<file path="src/rtl/wb_regfile_if.sv">
// MEM/WB writeback bundle plus the two decode-stage read ports of the register file.
// The pipeline side drives the master modport; the register file takes the slave modport.
interface wb_regfile_if #(
  parameter int unsigned XLEN = 32
);
  logic [1:0]      WB_in;
  logic [4:0]      RD_in;
  logic [XLEN-1:0] MEM_in;
  logic [XLEN-1:0] ALU_in;
  logic [4:0]      rs_addr;
  logic [4:0]      rt_addr;
  logic [XLEN-1:0] rs_data;
  logic [XLEN-1:0] rt_data;
  logic [XLEN-1:0] wb_data;
  logic            wb_we;
  logic [31:0]     commit_cnt;

  modport master (
    output WB_in, RD_in, MEM_in, ALU_in, rs_addr, rt_addr,
    input  rs_data, rt_data, wb_data, wb_we, commit_cnt
  );

  modport slave (
    input  WB_in, RD_in, MEM_in, ALU_in, rs_addr, rt_addr,
    output rs_data, rt_data, wb_data, wb_we, commit_cnt
  );
endinterface

</file>
<file path="src/rtl/wb_regfile.sv">
// Writeback stage: selects ALU/MEM result, commits it to the GPR array and serves two
// combinational read ports with same-cycle write-to-read bypass. Counts committed writes.
module wb_regfile #(
  parameter int unsigned NREG     = 32,
  parameter int unsigned XLEN     = 32,
  parameter bit          ZERO_REG = 1'b1
) (
  input  logic          clk,
  input  logic          rst_n,
  wb_regfile_if.slave   bus
);

  localparam int unsigned AW = $clog2(NREG);

  logic [XLEN-1:0] regs_q [NREG];
  logic [31:0]     cnt_q, cnt_d;

  logic [AW-1:0]   rd_idx, rs_idx, rt_idx;
  logic [XLEN-1:0] wb_data;
  logic            wb_we;
  logic            rd_is_zero;

  assign rd_idx = bus.RD_in[AW-1:0];
  assign rs_idx = bus.rs_addr[AW-1:0];
  assign rt_idx = bus.rt_addr[AW-1:0];

  assign wb_data    = bus.WB_in[0] ? bus.MEM_in : bus.ALU_in;
  assign rd_is_zero = ZERO_REG && (rd_idx == '0);
  // rst_n gates the enable so nothing bypasses or commits while reset is held.
  assign wb_we      = bus.WB_in[1] && !rd_is_zero && rst_n;

  always_comb begin
    cnt_d = cnt_q;
    if (wb_we) begin
      cnt_d = cnt_q + 32'd1;
    end
  end

  always_ff @(posedge clk or negedge rst_n) begin
    if (!rst_n) begin
      for (int i = 0; i < int'(NREG); i++) begin
        regs_q[i] <= '0;
      end
      cnt_q <= '0;
    end else begin
      if (wb_we) begin
        regs_q[rd_idx] <= wb_data;
      end
      cnt_q <= cnt_d;
    end
  end

  // Priority: hardwired zero, then bypass of the write landing this cycle, then array.
  always_comb begin
    bus.rs_data = regs_q[rs_idx];
    if (wb_we && (rs_idx == rd_idx)) begin
      bus.rs_data = wb_data;
    end
    if (ZERO_REG && (rs_idx == '0)) begin
      bus.rs_data = '0;
    end
  end

  always_comb begin
    bus.rt_data = regs_q[rt_idx];
    if (wb_we && (rt_idx == rd_idx)) begin
      bus.rt_data = wb_data;
    end
    if (ZERO_REG && (rt_idx == '0)) begin
      bus.rt_data = '0;
    end
  end

  assign bus.wb_data    = wb_data;
  assign bus.wb_we      = wb_we;
  assign bus.commit_cnt = cnt_q;

endmodule

</file>
<file path="src/flat_wrapper.sv">
// flat-port wrapper written by rule: the top's interface ports become plain ports
module wb_regfile_flat 
#(
  parameter int unsigned NREG     = 32,
  parameter int unsigned XLEN     = 32,
  parameter bit          ZERO_REG = 1'b1
)
  (clk, rst_n, bus_WB_in, bus_RD_in, bus_MEM_in, bus_ALU_in, bus_rs_addr, bus_rt_addr, bus_rs_data, bus_rt_data, bus_wb_data, bus_wb_we, bus_commit_cnt);
  wb_regfile_if #(.XLEN(XLEN)) bus_i ();
  input  logic clk;
  input  logic rst_n;
  input wire logic [$bits(bus_i.WB_in)-1:0] bus_WB_in;
  input wire logic [$bits(bus_i.RD_in)-1:0] bus_RD_in;
  input wire logic [$bits(bus_i.MEM_in)-1:0] bus_MEM_in;
  input wire logic [$bits(bus_i.ALU_in)-1:0] bus_ALU_in;
  input wire logic [$bits(bus_i.rs_addr)-1:0] bus_rs_addr;
  input wire logic [$bits(bus_i.rt_addr)-1:0] bus_rt_addr;
  output wire logic [$bits(bus_i.rs_data)-1:0] bus_rs_data;
  output wire logic [$bits(bus_i.rt_data)-1:0] bus_rt_data;
  output wire logic [$bits(bus_i.wb_data)-1:0] bus_wb_data;
  output wire logic [$bits(bus_i.wb_we)-1:0] bus_wb_we;
  output wire logic [$bits(bus_i.commit_cnt)-1:0] bus_commit_cnt;
  assign bus_i.WB_in = bus_WB_in;
  assign bus_i.RD_in = bus_RD_in;
  assign bus_i.MEM_in = bus_MEM_in;
  assign bus_i.ALU_in = bus_ALU_in;
  assign bus_i.rs_addr = bus_rs_addr;
  assign bus_i.rt_addr = bus_rt_addr;
  assign bus_rs_data = bus_i.rs_data;
  assign bus_rt_data = bus_i.rt_data;
  assign bus_wb_data = bus_i.wb_data;
  assign bus_wb_we = bus_i.wb_we;
  assign bus_commit_cnt = bus_i.commit_cnt;
  wb_regfile #(.NREG(NREG), .XLEN(XLEN), .ZERO_REG(ZERO_REG)) u_core (.clk(clk), .rst_n(rst_n), .bus(bus_i));
endmodule
</file>
<file path="config.mk">
export PLATFORM = sky130hd
export DESIGN_NAME = wb_regfile_flat
export DESIGN_NICKNAME = d
export VERILOG_FILES = /design/src/rtl/wb_regfile_if.sv /design/src/rtl/wb_regfile.sv /design/src/flat_wrapper.sv
export SDC_FILE = /design/constraint.sdc
export NUM_CORES = 2
export LEC_CHECK = 0
export BUFFER_PORTS_ARGS = -buffer_cell sky130_fd_sc_hd__buf_4
export CELL_PAD_IN_SITES_DETAIL_PLACEMENT = 1
export CELL_PAD_IN_SITES_GLOBAL_PLACEMENT = 1
export CORE_UTILIZATION = 30
export CTS_CLUSTER_DIAMETER = 50
export CTS_CLUSTER_SIZE = 30
export DETAILED_ROUTE_END_ITERATION = 10
export PLACE_DENSITY = 0.64
export SYNTH_ARGS = -nofsm -noshare
export SYNTH_HDL_FRONTEND = slang
export SYNTH_SLANG_ARGS = --single-unit
</file>
<file path="constraint.sdc">
create_clock -name clk -period 1.58 [get_ports clk]
set_input_delay 0.079 -clock clk [delete_from_list [all_inputs] [get_ports clk]]
set_output_delay 0.079 -clock clk [all_outputs]
set_load 0.01 [all_outputs]
</file>
# ---- Word level (Yosys, flattened, before mapping)
# Cells that the tools add are included.
# Widths: inputs -> output; s select.
dict set report totals {
  in_bits 83
  output_inout_bits 129
  ff_bits 1056
  elab_cells 66
}
dict set report op_classes {
  mux 14
  n_lt_le_gt_ge 4
  n_addsub 1
  bitwise_logic 3
  eq_ne 2
  reduce_logical 9
}
# operator count
set op_table {}
lappend op_table {{$bwmux 1024} 1}
lappend op_table {{$bmux 32 s5} 2}
lappend op_table {{$mux 32} 10}
lappend op_table {{$demux 32 s5} 1}
lappend op_table {{$add 32x1->32 const B} 1}
lappend op_table {{$ge 6x6->1 const B} 3}
lappend op_table {{$not 5->6} 3}
lappend op_table {{$logic_not 5->1} 3}
lappend op_table {{$eq 5x5->1} 2}
lappend op_table {{$lt 6x1->1 const B} 1}
lappend op_table {{$logic_and 1x1->1} 5}
lappend op_table {{$logic_not 1->1} 1}

# ---- Logic depth before layout (Yosys ltp)
dict set report logic_depth {
  word_depth 7
  ltp_mapped 10
  mapped_depth_nobuf 6
}

# ---- Worst setup path after synthesis
# Ideal clock, no wire load.
dict set report synth_timing {
  path_kind {in2out}
  start {input port bus_rt_addr[0]}
  end {output port bus_rt_data[10]}
  cell_stages 7
  t_required_ns 1.501
  setup_slack_ns -0.202
  t_arrival_ns 1.703
  n_path_buf 3
  path_cell_list {buf_6 buf_4 buf_2 mux4_2 mux2_2 o22ai_1 a211oi_1}
}
dict set report synth_between {
  elab_chain_cells 6
}
# element line
set synth_rtl {}
lappend synth_rtl {{from (decl)} flat_wrapper.sv:17} ;# input wire logic [$bits(bus_i.rt_addr)-1:0] bus_rt_addr;
lappend synth_rtl {{$not 5->6 (not written as such)} wb_regfile.sv:65} ;# bus.rt_data = regs_q[rt_idx];
lappend synth_rtl {{$bmux 32 s5} wb_regfile.sv:65}
lappend synth_rtl {{$mux 32 (not written as such) (2 in a row)} wb_regfile.sv:65}
lappend synth_rtl {{$mux 32} wb_regfile.sv:66} ;# if (wb_we && (rt_idx == rd_idx)) begin
lappend synth_rtl {{$mux 32 (*)} wb_regfile.sv:69} ;# if (ZERO_REG && (rt_idx == '0)) begin
lappend synth_rtl {{to (decl)} flat_wrapper.sv:19} ;# output wire logic [$bits(bus_i.rt_data)-1:0] bus_rt_data;
# Mark *: on every way between the ends. The rest lies on a longest branch, timed or not. The select of a mux whose other input is x is not followed.

# ---- Worst setup path after layout
dict set report layout_timing {
  start {register u_core.regs_q[272] in the netlist's numbering}
  end {output port bus_rs_data[16]}
}
dict set report layout_between {
  elab_chain_cells 5
}
# element line
set layout_rtl {}
lappend layout_rtl {{from (decl)} wb_regfile.sv:15} ;# logic [XLEN-1:0] regs_q [NREG];
lappend layout_rtl {{from (signal, indexed assignment)} wb_regfile.sv:47} ;# regs_q[rd_idx] <= wb_data;
lappend layout_rtl {{$bmux 32 s5} wb_regfile.sv:55} ;# bus.rs_data = regs_q[rs_idx];
lappend layout_rtl {{$mux 32 (not written as such) (2 in a row)} wb_regfile.sv:55}
lappend layout_rtl {{$mux 32} wb_regfile.sv:56} ;# if (wb_we && (rs_idx == rd_idx)) begin
lappend layout_rtl {{$mux 32} wb_regfile.sv:59} ;# if (ZERO_REG && (rs_idx == '0)) begin
lappend layout_rtl {{to (decl)} flat_wrapper.sv:18} ;# output wire logic [$bits(bus_i.rs_data)-1:0] bus_rs_data;
# Every way passes these cells. The select of a mux whose other input is x is not followed.

==> out/results.ini <==
[run_status]
status=finished, violations left
violations=setup timing

[drt]
routed_wl_mm=243
routedWlPerCell_microns=28.0
first_iter_violations=4164
viasPerCell=5.63
first_pass_iters=5
drtAntennaViolNets=0
num_vias=48778
drcViolationCount=0

[yosys]
postSynthAreaPerCell_sq_um=10.9
synth_cell_types=64
syn_inst=5114
ys.flop_type=dfrtp_1
ys_warn_count=0
syn_nets=5198
synth_edf_count=0
ys_async_sr_fraction_pct=100
syn_area_sq_um=55700
synth-seq-cells=1056
seq_area_frac_synth_pct=47.4

[sta]
fin_ws_ns=-1.17
final.min_clock_period_ns=2.75
worst_slew_pin_slew_ns=0.958
timing.fmax_mhz=363
finalCritPeriodShare_pct=174
slew_headroom_pct=36.2
hold_ws_ns=0.0324
skew_ns=0.0161
hold_viol=0
rsz0062_at_grt=yes
setup_viol=88
maxSlewViolCount=0

[clock_network]
cts_max_level=4
cts_root_buf=clkbuf_16
clk_pin_slew_ns=0.06
numCtsBuffers=133
cts_tree=built
cts.path.max_buffers=3
cts.sinks=1056
clock_latency_ns=0.80

[hold_path]
min_path_type=in2reg

[power_and_ir_drop]
cellLeakagePower_nw=34.0
power.total_mw=93.6
peakVddDrop_uv=1000
switchingPower_mw=29.4
pwr_density_cell_nw_per_um2=1210
switching_share_pct=31.4
p_comb_share_pct=25.7
intPower_mw=64.2
seq_power_share_pct=38.0
clockPowerShare_pct=36.4

[setup_path]
slowest_delay_ns=0.51
crit_type=reg2out
endpoint_kind=primary output
cp_top_family=compound AO/OA/AOI/OAI gates
cp_max_fo=2
cp_data_arrival_time_ns=2.67
crit_path_start_kind=flip-flop
slowest_stage=mux4_2
critPathRequiredTime_ns=1.50
path_cells=mux4_2 -> o2111ai_2 -> a211oi_2 -> a221o_1 -> buf_12 -> buf_6
crit_buf_inv=2

[floorplanning]
die_h_microns=433
design.core.area_sq_um=184000
die_area_sq_um=187000
initial_core_util_pct=30.3
die_w_microns=433
rows=157
io_pins=212

[cells_and_area]
syn_to_final_growth_pct=38.4
drive_above_1_share_pct=39.1
register_area_sq_um=26400
layout.nets=6169
multi_input_area_sq_um=28800
fillerInstances=19676

[global_routing]
grt_max_degree=163
grt_use_total_pct=25.8
grt_overflow_total=0
antenna_found_initial=6
grt_pass1_vias=51998
grt_pass1_wl_mm=356

[placed_design]
io_buffers=211
dp_hpwl_mm=164
gp_congestion=0.885

[flow_run]
maxCapViolCount=0

kinds of logic after synthesis:
group | share of synthesized area, %
AOI/OAI and AO/OA | 15.3
DFF | 47.4
adders and majority gates | 0.0225
and+or+nand+nor | 9.62
xor gates and xnor gates | 0.645
muxes | 21.8
buffers and inverters | 5.21
stage by stage:
stage                     cells  instance area [sq um]  setup slack (ns)  TNS (ns)  utilization [%]
after global routing       8662                  77100             -1.24    -72.67             42.0
after global placement     8341                  69700             -1.15   -261.33             37.9
after floorplan            5114                  56600           -0.0890     -3.23                -
after detailed placement   8341                  69700             -1.08   -295.28             37.9
final                      8662                  77100             -1.17    -66.09             42.0
after CTS                  8630                  76300             -1.20    -67.74             41.6
power by group through the flow:
stage	clock network (mW)	registers (mW)	logic [mW]
after global routing	35.4	36.0	25.7
after detailed placement	0	35.8	22.1
final	34.0	35.5	24.0
after CTS	34.5	35.4	23.5
after floorplan	0	34.8	12.2
after global placement	0	35.4	21.4
final cells by class:
type                            instances  share of cell area, %
Multi-Input combinational cell       3457                   37.4
Sequential cell                      1056                   34.3
Timing Repair Buffer                 1392                   17.8
Clock buffer                          152                   4.61
Tap cell                             2464                   4.00
Clock inverter                         93                   1.75
Inverter                               45                  0.230
Antenna cell                            3                0.00974
timing repair:
action,4_1_cts,5_1_grt
gates cloned,0,1
setup endpoints to repair,87,476
endpoints found under the hold margin,859,0
setup buffers,37,30
resized for setup,274,102
hold buffers,30,0
pin swaps,128,58
metal layers:
metal	vias up	share of wire (%)	GRT usage (%)
met1	25783	41	32.7
met4	0	5.9	14.2
met3	556	5.9	4.35
met5	-	0	0
li1	20706	-	-
met2	1733	48	41.7
cells in the mapped netlist (4+ instances only):
cell type | number | area (sq um)
o21ai_0 | 246 | 1230
o2111ai_1 | 26 | 228
nor2_8 | 8 | 160
nand4_1 | 9 | 56.3
and4_1 | 5 | 43.8
and3_1 | 4 | 25.0
inv_1 | 41 | 154
nand2b_1 | 12 | 75.1
o31ai_1 | 5 | 37.5
a221o_1 | 82 | 821
nor4_4 | 13 | 277
nand2_1 | 272 | 1020
nor4_1 | 5 | 31.3
a21oi_1 | 832 | 4160
a221oi_2 | 5 | 75.1
nor2b_1 | 9 | 56.3
or4_1 | 9 | 67.6
nor3_1 | 39 | 195
a221oi_1 | 66 | 578
or3_1 | 5 | 31.3
mux2_2 | 58 | 653
mux2i_1 | 289 | 2890
a311oi_1 | 26 | 228
xor2_1 | 18 | 158
buf_2 | 192 | 961
a22o_1 | 27 | 236
xnor2_1 | 23 | 201
nor2_4 | 4 | 45.0
buf_1 | 20 | 75.1
o22ai_1 | 50 | 313
nand3_1 | 21 | 105
nor2_1 | 815 | 3060
buf_4 | 41 | 308
a21o_1 | 5 | 37.5
o221ai_1 | 4 | 35.0
clkbuf_1 | 270 | 1010
a211oi_1 | 54 | 405
buf_6 | 28 | 315
mux4_2 | 381 | 8580
dfrtp_1 | 1056 | 26400
final timing paths:
check / startpoint / to / slack (ns) / cells past startpoint
max: u_core.regs_q[272] / bus_rs_data[16] / -1.17 / 6
min: bus_ALU_in[31] / u_core.regs_q[895] / 0.03 / 5
max reg2reg: u_core.bus.commit_cnt[6] / u_core.bus.commit_cnt[19] / -0.13 / 6
min reg2reg: u_core.regs_q[996] / u_core.regs_q[996] / 0.40 / 0
max in group asynchronous: rst_n / u_core.regs_q[91] / 0.15 / 5
min in group asynchronous: rst_n / u_core.regs_q[97] / 0.16 / 4
tightest hold or removal path, cell delays in order:
cell	delay (ns)
buf_4	0.09
mux2i_4	0.06
buf_12	0.15
buf_4	0.24
a21oi_1	0.17
registers in the layout (all words and copies together) (netlist names):
signal,flops
u_core.bus.commit_cnt,32
u_core.regs_q,1024
placed cells by master, fill, tap and decap left out, drive strengths merged, types with 31 or more instances in the layout:
cell / n
o22ai: 50
inv: 76
mux2: 58
nor2: 828
mux2i: 289
buf: 1360
clkinv: 31
clkbuf: 154
nor3: 41
a21oi: 832
dfrtp: 1056
a211oi: 54
o21ai: 246
nand2: 275
a221o: 82
mux4: 381
a221oi: 71
Power figures use the tool's default switching activity.
